===== config.mk =====
export PLATFORM = sky130hd
export DESIGN_NAME = glyph_rom_arbiter_flat
export DESIGN_NICKNAME = d
export VERILOG_FILES = /design/src/rtl/glyph_rom_arbiter_if.sv /design/src/rtl/glyph_rom_arbiter.sv /design/src/flat_wrapper.sv
export SDC_FILE = /design/constraint.sdc
export NUM_CORES = 1
export LEC_CHECK = 0
export CAP_MARGIN = 20
export CORE_UTILIZATION = 40
export CTS_BUF_LIST = sky130_fd_sc_hd__clkbuf_8
export DETAILED_ROUTE_END_ITERATION = 10
export GPL_TIMING_DRIVEN = 0
export MAX_ROUTING_LAYER = met4
export PLACE_DENSITY = 0.78
export SYNTH_ARGS = -nofsm -noshare
export SYNTH_HDL_FRONTEND = slang
export SYNTH_SLANG_ARGS = --single-unit

===== constraint.sdc =====
create_clock -name clk -period 4.76 [get_ports clk]
set_input_delay 1.428 -clock clk [delete_from_list [all_inputs] [get_ports clk]]
set_output_delay 1.428 -clock clk [all_outputs]
set_load 0.1 [all_outputs]

===== src/rtl/glyph_rom_arbiter_if.sv =====
// ---------------------------------------------------------------------------
// glyph_rom_arbiter_if
// Bundles the four requester ports and the shared glyph ROM connection of
// glyph_rom_arbiter.
//   req[3:0]        request per port (0 fir, 1 sec, 2 disp_u, 3 disp_d)
//   addr_*[7:0]     per-port {glyph[7:4], row[3:0]}, stable while req high
//   rom_addr[7:0]   address to the shared synchronous-read ROM
//   rom_data[15:0]  ROM row data, valid one cycle after rom_addr
//   gnt[3:0]        one-hot grant pulse, aligned with rom_addr
//   rd_valid[3:0]   one-hot pulse one cycle after gnt, tags rom_data
//   char_*[15:0]    per-port held row data, bit 15 = leftmost pixel
// master: requesters + ROM side; slave: the arbiter.
// ---------------------------------------------------------------------------
interface glyph_rom_arbiter_if;
   logic [3:0]  req;
   logic [7:0]  addr_fir;
   logic [7:0]  addr_sec;
   logic [7:0]  addr_disp_u;
   logic [7:0]  addr_disp_d;
   logic [7:0]  rom_addr;
   logic [15:0] rom_data;
   logic [3:0]  gnt;
   logic [3:0]  rd_valid;
   logic [15:0] char_fir;
   logic [15:0] char_sec;
   logic [15:0] char_disp_u;
   logic [15:0] char_disp_d;

   modport master (
      output req, addr_fir, addr_sec, addr_disp_u, addr_disp_d, rom_data,
      input  rom_addr, gnt, rd_valid,
      input  char_fir, char_sec, char_disp_u, char_disp_d
   );

   modport slave (
      input  req, addr_fir, addr_sec, addr_disp_u, addr_disp_d, rom_data,
      output rom_addr, gnt, rd_valid,
      output char_fir, char_sec, char_disp_u, char_disp_d
   );
endinterface


===== src/rtl/glyph_rom_arbiter.sv =====
// ---------------------------------------------------------------------------
// glyph_rom_arbiter
// Shares one single-port synchronous glyph ROM between four row fetchers
// with a two-stage pipeline:
//   S1: round-robin arbitration -> registered gnt / rom_addr
//   S2: registered rd_valid tag; the tagged port's char register captures
//       rom_data on the following edge.
// Ports:
//   clk    system clock, rising edge
//   rst_n  asynchronous active-low reset
//   bus    glyph_rom_arbiter_if.slave (requests, addresses, ROM, char rows)
// ---------------------------------------------------------------------------
module glyph_rom_arbiter (
   input  logic               clk,
   input  logic               rst_n,
   glyph_rom_arbiter_if.slave bus
);

   logic [3:0]  gnt_q, gnt_d;
   logic [7:0]  rom_addr_q, rom_addr_d;
   logic [1:0]  last_q, last_d;
   logic [3:0]  rd_valid_q;
   logic [15:0] char_q [4];

   logic [7:0]  port_addr [4];
   logic [3:0]  eligible;
   logic [1:0]  idx;
   logic        found;

   always_comb begin
      port_addr[0] = bus.addr_fir;
      port_addr[1] = bus.addr_sec;
      port_addr[2] = bus.addr_disp_u;
      port_addr[3] = bus.addr_disp_d;
   end

   // Search order last+1, last+2, last+3, last (i = 4 wraps to last itself).
   // Masking with gnt_q keeps a just-granted port out of the next round.
   always_comb begin
      eligible   = bus.req & ~gnt_q;
      gnt_d      = '0;
      last_d     = last_q;
      rom_addr_d = rom_addr_q;
      found      = 1'b0;
      idx        = '0;
      for (int unsigned i = 1; i <= 4; i++) begin
         idx = last_q + i[1:0];
         if (!found && eligible[idx]) begin
            found      = 1'b1;
            gnt_d[idx] = 1'b1;
            last_d     = idx;
            rom_addr_d = port_addr[idx];
         end
      end
   end

   always_ff @(posedge clk or negedge rst_n) begin
      if (!rst_n) begin
         gnt_q      <= '0;
         rom_addr_q <= '0;
         last_q     <= 2'd3;
         rd_valid_q <= '0;
         for (int unsigned k = 0; k < 4; k++) begin
            char_q[k] <= '0;
         end
      end else begin
         gnt_q      <= gnt_d;
         rom_addr_q <= rom_addr_d;
         last_q     <= last_d;
         // An issued grant always completes: the tag follows gnt regardless
         // of what req does in the meantime.
         rd_valid_q <= gnt_q;
         for (int unsigned k = 0; k < 4; k++) begin
            if (rd_valid_q[k]) begin
               char_q[k] <= bus.rom_data;
            end
         end
      end
   end

   assign bus.gnt         = gnt_q;
   assign bus.rom_addr    = rom_addr_q;
   assign bus.rd_valid    = rd_valid_q;
   assign bus.char_fir    = char_q[0];
   assign bus.char_sec    = char_q[1];
   assign bus.char_disp_u = char_q[2];
   assign bus.char_disp_d = char_q[3];

endmodule


===== src/flat_wrapper.sv =====
// flat-port wrapper written by rule: the top's interface ports become plain ports
module glyph_rom_arbiter_flat 
  (clk, rst_n, bus_req, bus_addr_fir, bus_addr_sec, bus_addr_disp_u, bus_addr_disp_d, bus_rom_data, bus_rom_addr, bus_gnt, bus_rd_valid, bus_char_fir, bus_char_sec, bus_char_disp_u, bus_char_disp_d);
  glyph_rom_arbiter_if bus_i ();
  input  logic clk;
  input  logic rst_n;
  input wire logic [$bits(bus_i.req)-1:0] bus_req;
  input wire logic [$bits(bus_i.addr_fir)-1:0] bus_addr_fir;
  input wire logic [$bits(bus_i.addr_sec)-1:0] bus_addr_sec;
  input wire logic [$bits(bus_i.addr_disp_u)-1:0] bus_addr_disp_u;
  input wire logic [$bits(bus_i.addr_disp_d)-1:0] bus_addr_disp_d;
  input wire logic [$bits(bus_i.rom_data)-1:0] bus_rom_data;
  output wire logic [$bits(bus_i.rom_addr)-1:0] bus_rom_addr;
  output wire logic [$bits(bus_i.gnt)-1:0] bus_gnt;
  output wire logic [$bits(bus_i.rd_valid)-1:0] bus_rd_valid;
  output wire logic [$bits(bus_i.char_fir)-1:0] bus_char_fir;
  output wire logic [$bits(bus_i.char_sec)-1:0] bus_char_sec;
  output wire logic [$bits(bus_i.char_disp_u)-1:0] bus_char_disp_u;
  output wire logic [$bits(bus_i.char_disp_d)-1:0] bus_char_disp_d;
  assign bus_i.req = bus_req;
  assign bus_i.addr_fir = bus_addr_fir;
  assign bus_i.addr_sec = bus_addr_sec;
  assign bus_i.addr_disp_u = bus_addr_disp_u;
  assign bus_i.addr_disp_d = bus_addr_disp_d;
  assign bus_i.rom_data = bus_rom_data;
  assign bus_rom_addr = bus_i.rom_addr;
  assign bus_gnt = bus_i.gnt;
  assign bus_rd_valid = bus_i.rd_valid;
  assign bus_char_fir = bus_i.char_fir;
  assign bus_char_sec = bus_i.char_sec;
  assign bus_char_disp_u = bus_i.char_disp_u;
  assign bus_char_disp_d = bus_i.char_disp_d;
  glyph_rom_arbiter u_core (.clk(clk), .rst_n(rst_n), .bus(bus_i));
endmodule

==> After elaboration in Yosys (flattened, before gate mapping) <==
Index checks and enable logic that the tools add are counted.
W data, S select, Z words.
{ "classes": {"addsub": 3, "n_lt_le_gt_ge": 12, "reduce_logical": 13, "mux": 42, "bitwise": 10} }
{ "op_table": {"columns": ["operator", "n"], "rows": [
  ["$mux W8", 12],
  ["$bmux W8 S2", 4],
  ["$mux W4", 4],
  ["$ge A3 B3 Y1 const B", 4],
  ["$lt A2 B3 Y1 const B", 4],
  ["$not A2 Y3", 4],
  ["$or A4 B4 Y4", 3],
  ["$mux W1", 11],
  ["$bmux W1 S2", 4],
  ["$demux W1 S2", 4],
  ["$ge A2 B1 Y1 const B", 4],
  ["$logic_and A1 B1 Y1", 7],
  ["$mux W2", 3],
  ["$add A2 B2 Y2 const B", 2],
  ["$and A4 B4 Y4", 1],
  ["$not A4 Y4", 1],
  ["$reduce_bool A4 Y1", 1],
  ["$logic_not A1 Y1", 3],
  ["$reduce_bool A3 Y1", 1],
  ["$add A2 B1 Y2 const B", 1],
  ["$reduce_and A2 Y1", 1],
  ["$not A1 Y1", 1]
]} }
{ "totals": {"in_bits": 54, "register_bits": 82, "elab_cells": 88} }

==> Logic depth before layout (Yosys ltp) <==
{ "logic_depth": {"ltp_word": 15, "ltp_mapped": 10, "ltp_nobuf": 7} }

==> Least setup slack after synthesis <==
OpenSTA, ideal clock, no wires.
{ "synth_path": {"kind": "input to register", "from": "input port bus_req[0]", "to": "register u_core.gnt_q[0], in the netlist u_core.bus.gnt[0]", "path_stages": 6, "setup_slack_ns": 1.689, "t_arrival_ns": 2.945, "t_required_ns": 4.634, "setup_time_ns": 0.126, "path_cell_list": "or2b_1 > mux4_2 > o311a_1 > buf_2 > buf_6 > a221o_1"} }
{ "synth_between": {"elab_chain_cells": 13, "elab_cells_between_ends": 25, "classes_between": "mux (15); bitwise (4); reduce/logical (6)"} }
{ "synth_lines": {"columns": ["item", "line_no", "rtl"], "rows": [
  ["start, declared", "flat_wrapper.sv:7", "input wire logic [$bits(bus_i.req)-1:0] bus_req;"],
  ["$and A4 B4 Y4 *", "glyph_rom_arbiter.sv:40", "eligible = bus.req & ~gnt_q;"],
  ["$bmux W1 S2", "glyph_rom_arbiter.sv:48", "if (!found && eligible[idx]) begin"],
  ["$mux W1 (not written as such)", "glyph_rom_arbiter.sv:48", null],
  ["$mux W1", "glyph_rom_arbiter.sv:48", null],
  ["$logic_not A1 Y1", "glyph_rom_arbiter.sv:48", null],
  ["$logic_and A1 B1 Y1", "glyph_rom_arbiter.sv:48", null],
  ["$mux W1", "glyph_rom_arbiter.sv:48", null],
  ["$logic_not A1 Y1", "glyph_rom_arbiter.sv:48", null],
  ["$logic_and A1 B1 Y1", "glyph_rom_arbiter.sv:48", null],
  ["$mux W1", "glyph_rom_arbiter.sv:48", null],
  ["$logic_not A1 Y1", "glyph_rom_arbiter.sv:48", null],
  ["$logic_and A1 B1 Y1", "glyph_rom_arbiter.sv:48", null],
  ["$mux W4 *", "glyph_rom_arbiter.sv:48", null],
  ["net u_core.gnt_d[0]", "glyph_rom_arbiter.sv:19", "logic [3:0] gnt_q, gnt_d;"],
  ["end signal, assigned", "glyph_rom_arbiter.sv:67", "gnt_q <= gnt_d;"],
  ["end, declared", "glyph_rom_arbiter.sv:19", null]
]} }
Mark *: on every way through the listed nets, which the timed path passes. The rest lies on a longest branch. The select of a mux whose other input is x is not followed.
A chain may end at the register's enable or synchronous reset.

==> Worst setup path in the final report <==
{ "layout_path": {"from": "register u_core.gnt_q[1], in the netlist u_core.bus.gnt[1]", "to": "output port bus_gnt[1]"} }
{ "layout_rtl": {"columns": ["item", "line_no", "rtl"], "rows": [
  ["end, declared", "flat_wrapper.sv:14", "output wire logic [$bits(bus_i.gnt)-1:0] bus_gnt;"]
]} }
No word-level cell between the ends.

==> results.py <==
metrics = {
    "run_status": {
        "outcome": "finished clean",
    },
    "synthesis": {
        "yosysUniqueCellTypes": 39,
        "ys_ff_latch": 82,
        "synth-edff-count": 0,
        "ys_seq_area_frac": 0.464,
        "syn_area_um2": 4420,
        "synth_top_cell_by_area": "dfrtp_1",
        "ys_warn_count": 0,
        "dominantRegCellSynth": "dfrtp_1",
        "syn_area_per_cell_um2": 14.7,
        "yosys.area.top_type_share": 0.452,
        "async_reset_ff_frac": 1.00,
        "syn-num-nets": 362,
        "synthTopCellsByArea": "dfrtp_1, mux4_2, mux2_2, mux2i_1, ha_1",
        "syn_inst": 300,
    },
    "placement": {
        "dpl_cell_area_um2": 5960,
        "gp_congestion": 0.851,
        "io_buffers": 133,
        "dp_hpwl_um": 8200,
    },
    "die": {
        "rows": 38,
        "die_h_um": 107,
        "coreArea_um2": 10800,
        "ios": 134,
        "die_x_um": 107,
        "floorplan.die_area_um2": 11500,
        "initial_core_util": 0.410,
    },
    "timing": {
        "period_share": 0.704,
        "timing.fmax_mhz": 298,
        "hold_viol": 0,
        "rsz0062_at_grt": "false",
        "setup_viol": 0,
        "drv_slew": 0,
        "skew_ps": 8.70,
        "relSlewSlack": 0.327,
        "tightestPinTransition_ps": 1010,
        "period_needed_ps": 3350,
    },
    "final_layout": {
        "nets": 507,
        "drive_above_1_share": 0.294,
        "num_antenna_cells": 0,
        "syn_to_final_growth_pct": 39.2,
        "final_cell_area_um2": 6160,
    },
    "clock_tree": {
        "cts_inserted_buffers": 9,
        "insertion_delay_ps": 360,
        "cts.sink_count": 82,
        "holdBufCountCts": 0,
        "post_cts_resized": 0,
        "path_clk_slew_ps": 80,
        "cts_max_path_buffers": 2,
        "cts_root_buf": "clkbuf_8",
        "cts_tree": "done",
        "htreeDepth": 3,
        "postCtsSetupBuffers": 0,
    },
    "detailed_routing": {
        "drt_wl_total_um": 11200,
        "dr.pass1.iters": 4,
        "route.detailed.drc": 0,
        "final_antenna_net_count": 0,
        "post_drt_wl_per_cell_um": 19.1,
        "drt_iter0_markers": 170,
        "avgViaCountPerCell": 5.61,
        "vias": 3306,
    },
    "hold_path": {
        "hold_path.class": "flop to flop",
        "whs_path_depth": 0,
        "worst_hold_path.endpoint": "u_core.bus.rd_valid[3]$_DFF_PN0_",
        "hp-start": "u_core.bus.gnt[3]$_DFF_PN0_",
    },
    "global_routing": {
        "overflow": 0,
        "grtUsageMet2": 0.350,
        "antenna_found_initial": 0,
        "grt_pass1_wl_um": 17600,
        "grt_pass1_vias": 3363,
        "grt_max_degree": 72,
        "grt-busiest-layer": "met2",
        "grtUsageMet1": 0.252,
        "met3_usage": 0.0426,
        "grt_usage": 0.210,
    },
    "worst_setup_path": {
        "crit_path_max_fanout": 5,
        "rr_worst_depth": 8,
        "cp_cell_sequence": "clkdlybuf4s50_1",
        "reg2reg_slack_ps": 1600,
        "critical_path_required_ps": 3330,
        "critPathLaunchType": "flop",
        "cpPeakStageDelay_ps": 1150,
        "crit_type": "flop to output port",
        "r2r_start": "u_core.last_q[1]$_DFFE_PN1P_",
        "cp-end-kind": "output port",
        "timing.critical_path.buf_inv": 1,
        "r2r_end": "u_core.bus.rom_addr[7]$_DFFE_PN0P_",
        "cp.arrival_ps": 1920,
        "crit_path_top_delay_cell": "clkdlybuf4s50_1",
        "crit_family": "buffers and inverters",
    },
    "job": {
        "drv_cap": 0,
    },
}
==> metrics by stage <==
step | hold WS [ps] | TNS, ps | util | setup WS, ps | std cells
after floorplan | 631 | 0 | - | 1690 | 300
after global placement | 404 | -43810 | 0.550 | -553 | 573
after detailed placement | 417 | 0 | 0.552 | 1030 | 574
after CTS | 434 | 0 | 0.571 | 1370 | 589
after global routing | 449 | 0 | 0.571 | 1310 | 589
final | 427 | 0 | 0.571 | 1410 | 589
==> placed cells by master (no fill, tap or decap), drive strengths merged, types with 2 or more instances in the layout <==
cell type,instances
mux2,64
a221o,4
o21ai,2
a31oi,2
a22oi,8
clkdlybuf4s50,132
nor2,4
inv,2
a22o,4
mux4,35
dfstp,2
a21oi,10
dfrtp,80
or2,8
nor3,3
nand2b,3
nor2b,5
nand2,4
ha,8
nand3,5
mux2i,16
clkinv,2
clkbuf,21
buf,14
==> how the worst max path moves through the flow <==
stage                                 from                                 end  depth (start not counted)
2_1_floorplan                   bus_req[0]         u_core.bus.gnt[0]$_DFF_PN0_                          6
3_3_place_gp                         rst_n  u_core.bus.rom_addr[0]$_DFFE_PN0P_                          1
3_5_place_dp                    bus_req[0]         u_core.bus.gnt[1]$_DFF_PN0_                          7
4_1_cts        u_core.bus.gnt[0]$_DFF_PN0_                          bus_gnt[0]                          1
5_1_grt                         bus_req[3]  u_core.bus.rom_addr[7]$_DFFE_PN0P_                          9
6_report       u_core.bus.gnt[1]$_DFF_PN0_                          bus_gnt[1]                          1
==> layer usage <==
metal  share of wire  up-vias
li1                -     1445
met1            0.41     1674
met2            0.50      169
met3           0.071       18
met4           0.018        0
met5               0        -
==> flip-flops by register name, indices dropped and copies added (netlist names) <==
register and cells:
u_core.last_q 2, u_core.bus.rom_addr 8, u_core.bus.rd_valid 4, u_core.bus.char_sec 16
u_core.bus.char_disp_d 16, u_core.bus.char_disp_u 16, u_core.bus.char_fir 16, u_core.bus.gnt 4
==> synth_stat cells (3+ instances only) <==
cell type  number
a21oi_1        10
mux2i_1        16
a22oi_1         5
or2_0           7
mux2_2         64
a22o_1          4
a22oi_2         3
dfrtp_1        80
a221o_1         4
nand3_1         5
ha_1            8
mux4_2         35
buf_2           6
nor3_1          3
nand2b_1        3
nand2_1         4
buf_1           3
clkbuf_1       10
nor2_1          3
nor2b_1         5
==> final cells by class <==
cell class	instances	area, um^2
Timing Repair Buffer	134	1360
Clock inverter	4	51.3
Fill cell	891	4630
Tap cell	140	175
Buffer	22	113
Sequential cell	82	2050
Inverter	2	7.51
Clock buffer	11	151
Multi-Input combinational cell	194	2250
==> cells by family (layout without fill, tap and decap cells) <==
| kind of cell | count (synthesis) | count (layout) | share of synthesized area |
|---|---|---|---|
| and+or+nand+nor | 37 | 37 | 0.0501 |
| buffers and inverters | 24 | 173 | 0.0271 |
| adders and majority gates | 8 | 8 | 0.0226 |
| DFF | 82 | 82 | 0.464 |
| AOI/OAI and AO/OA | 33 | 33 | 0.0566 |
| muxes | 115 | 115 | 0.377 |
| xor gates and xnor gates | 1 | 1 | 0.00198 |
Power is left out: the tool's default activity adds up to more than one toggle a clock period on the data nets, which glitch-free logic cannot reach.
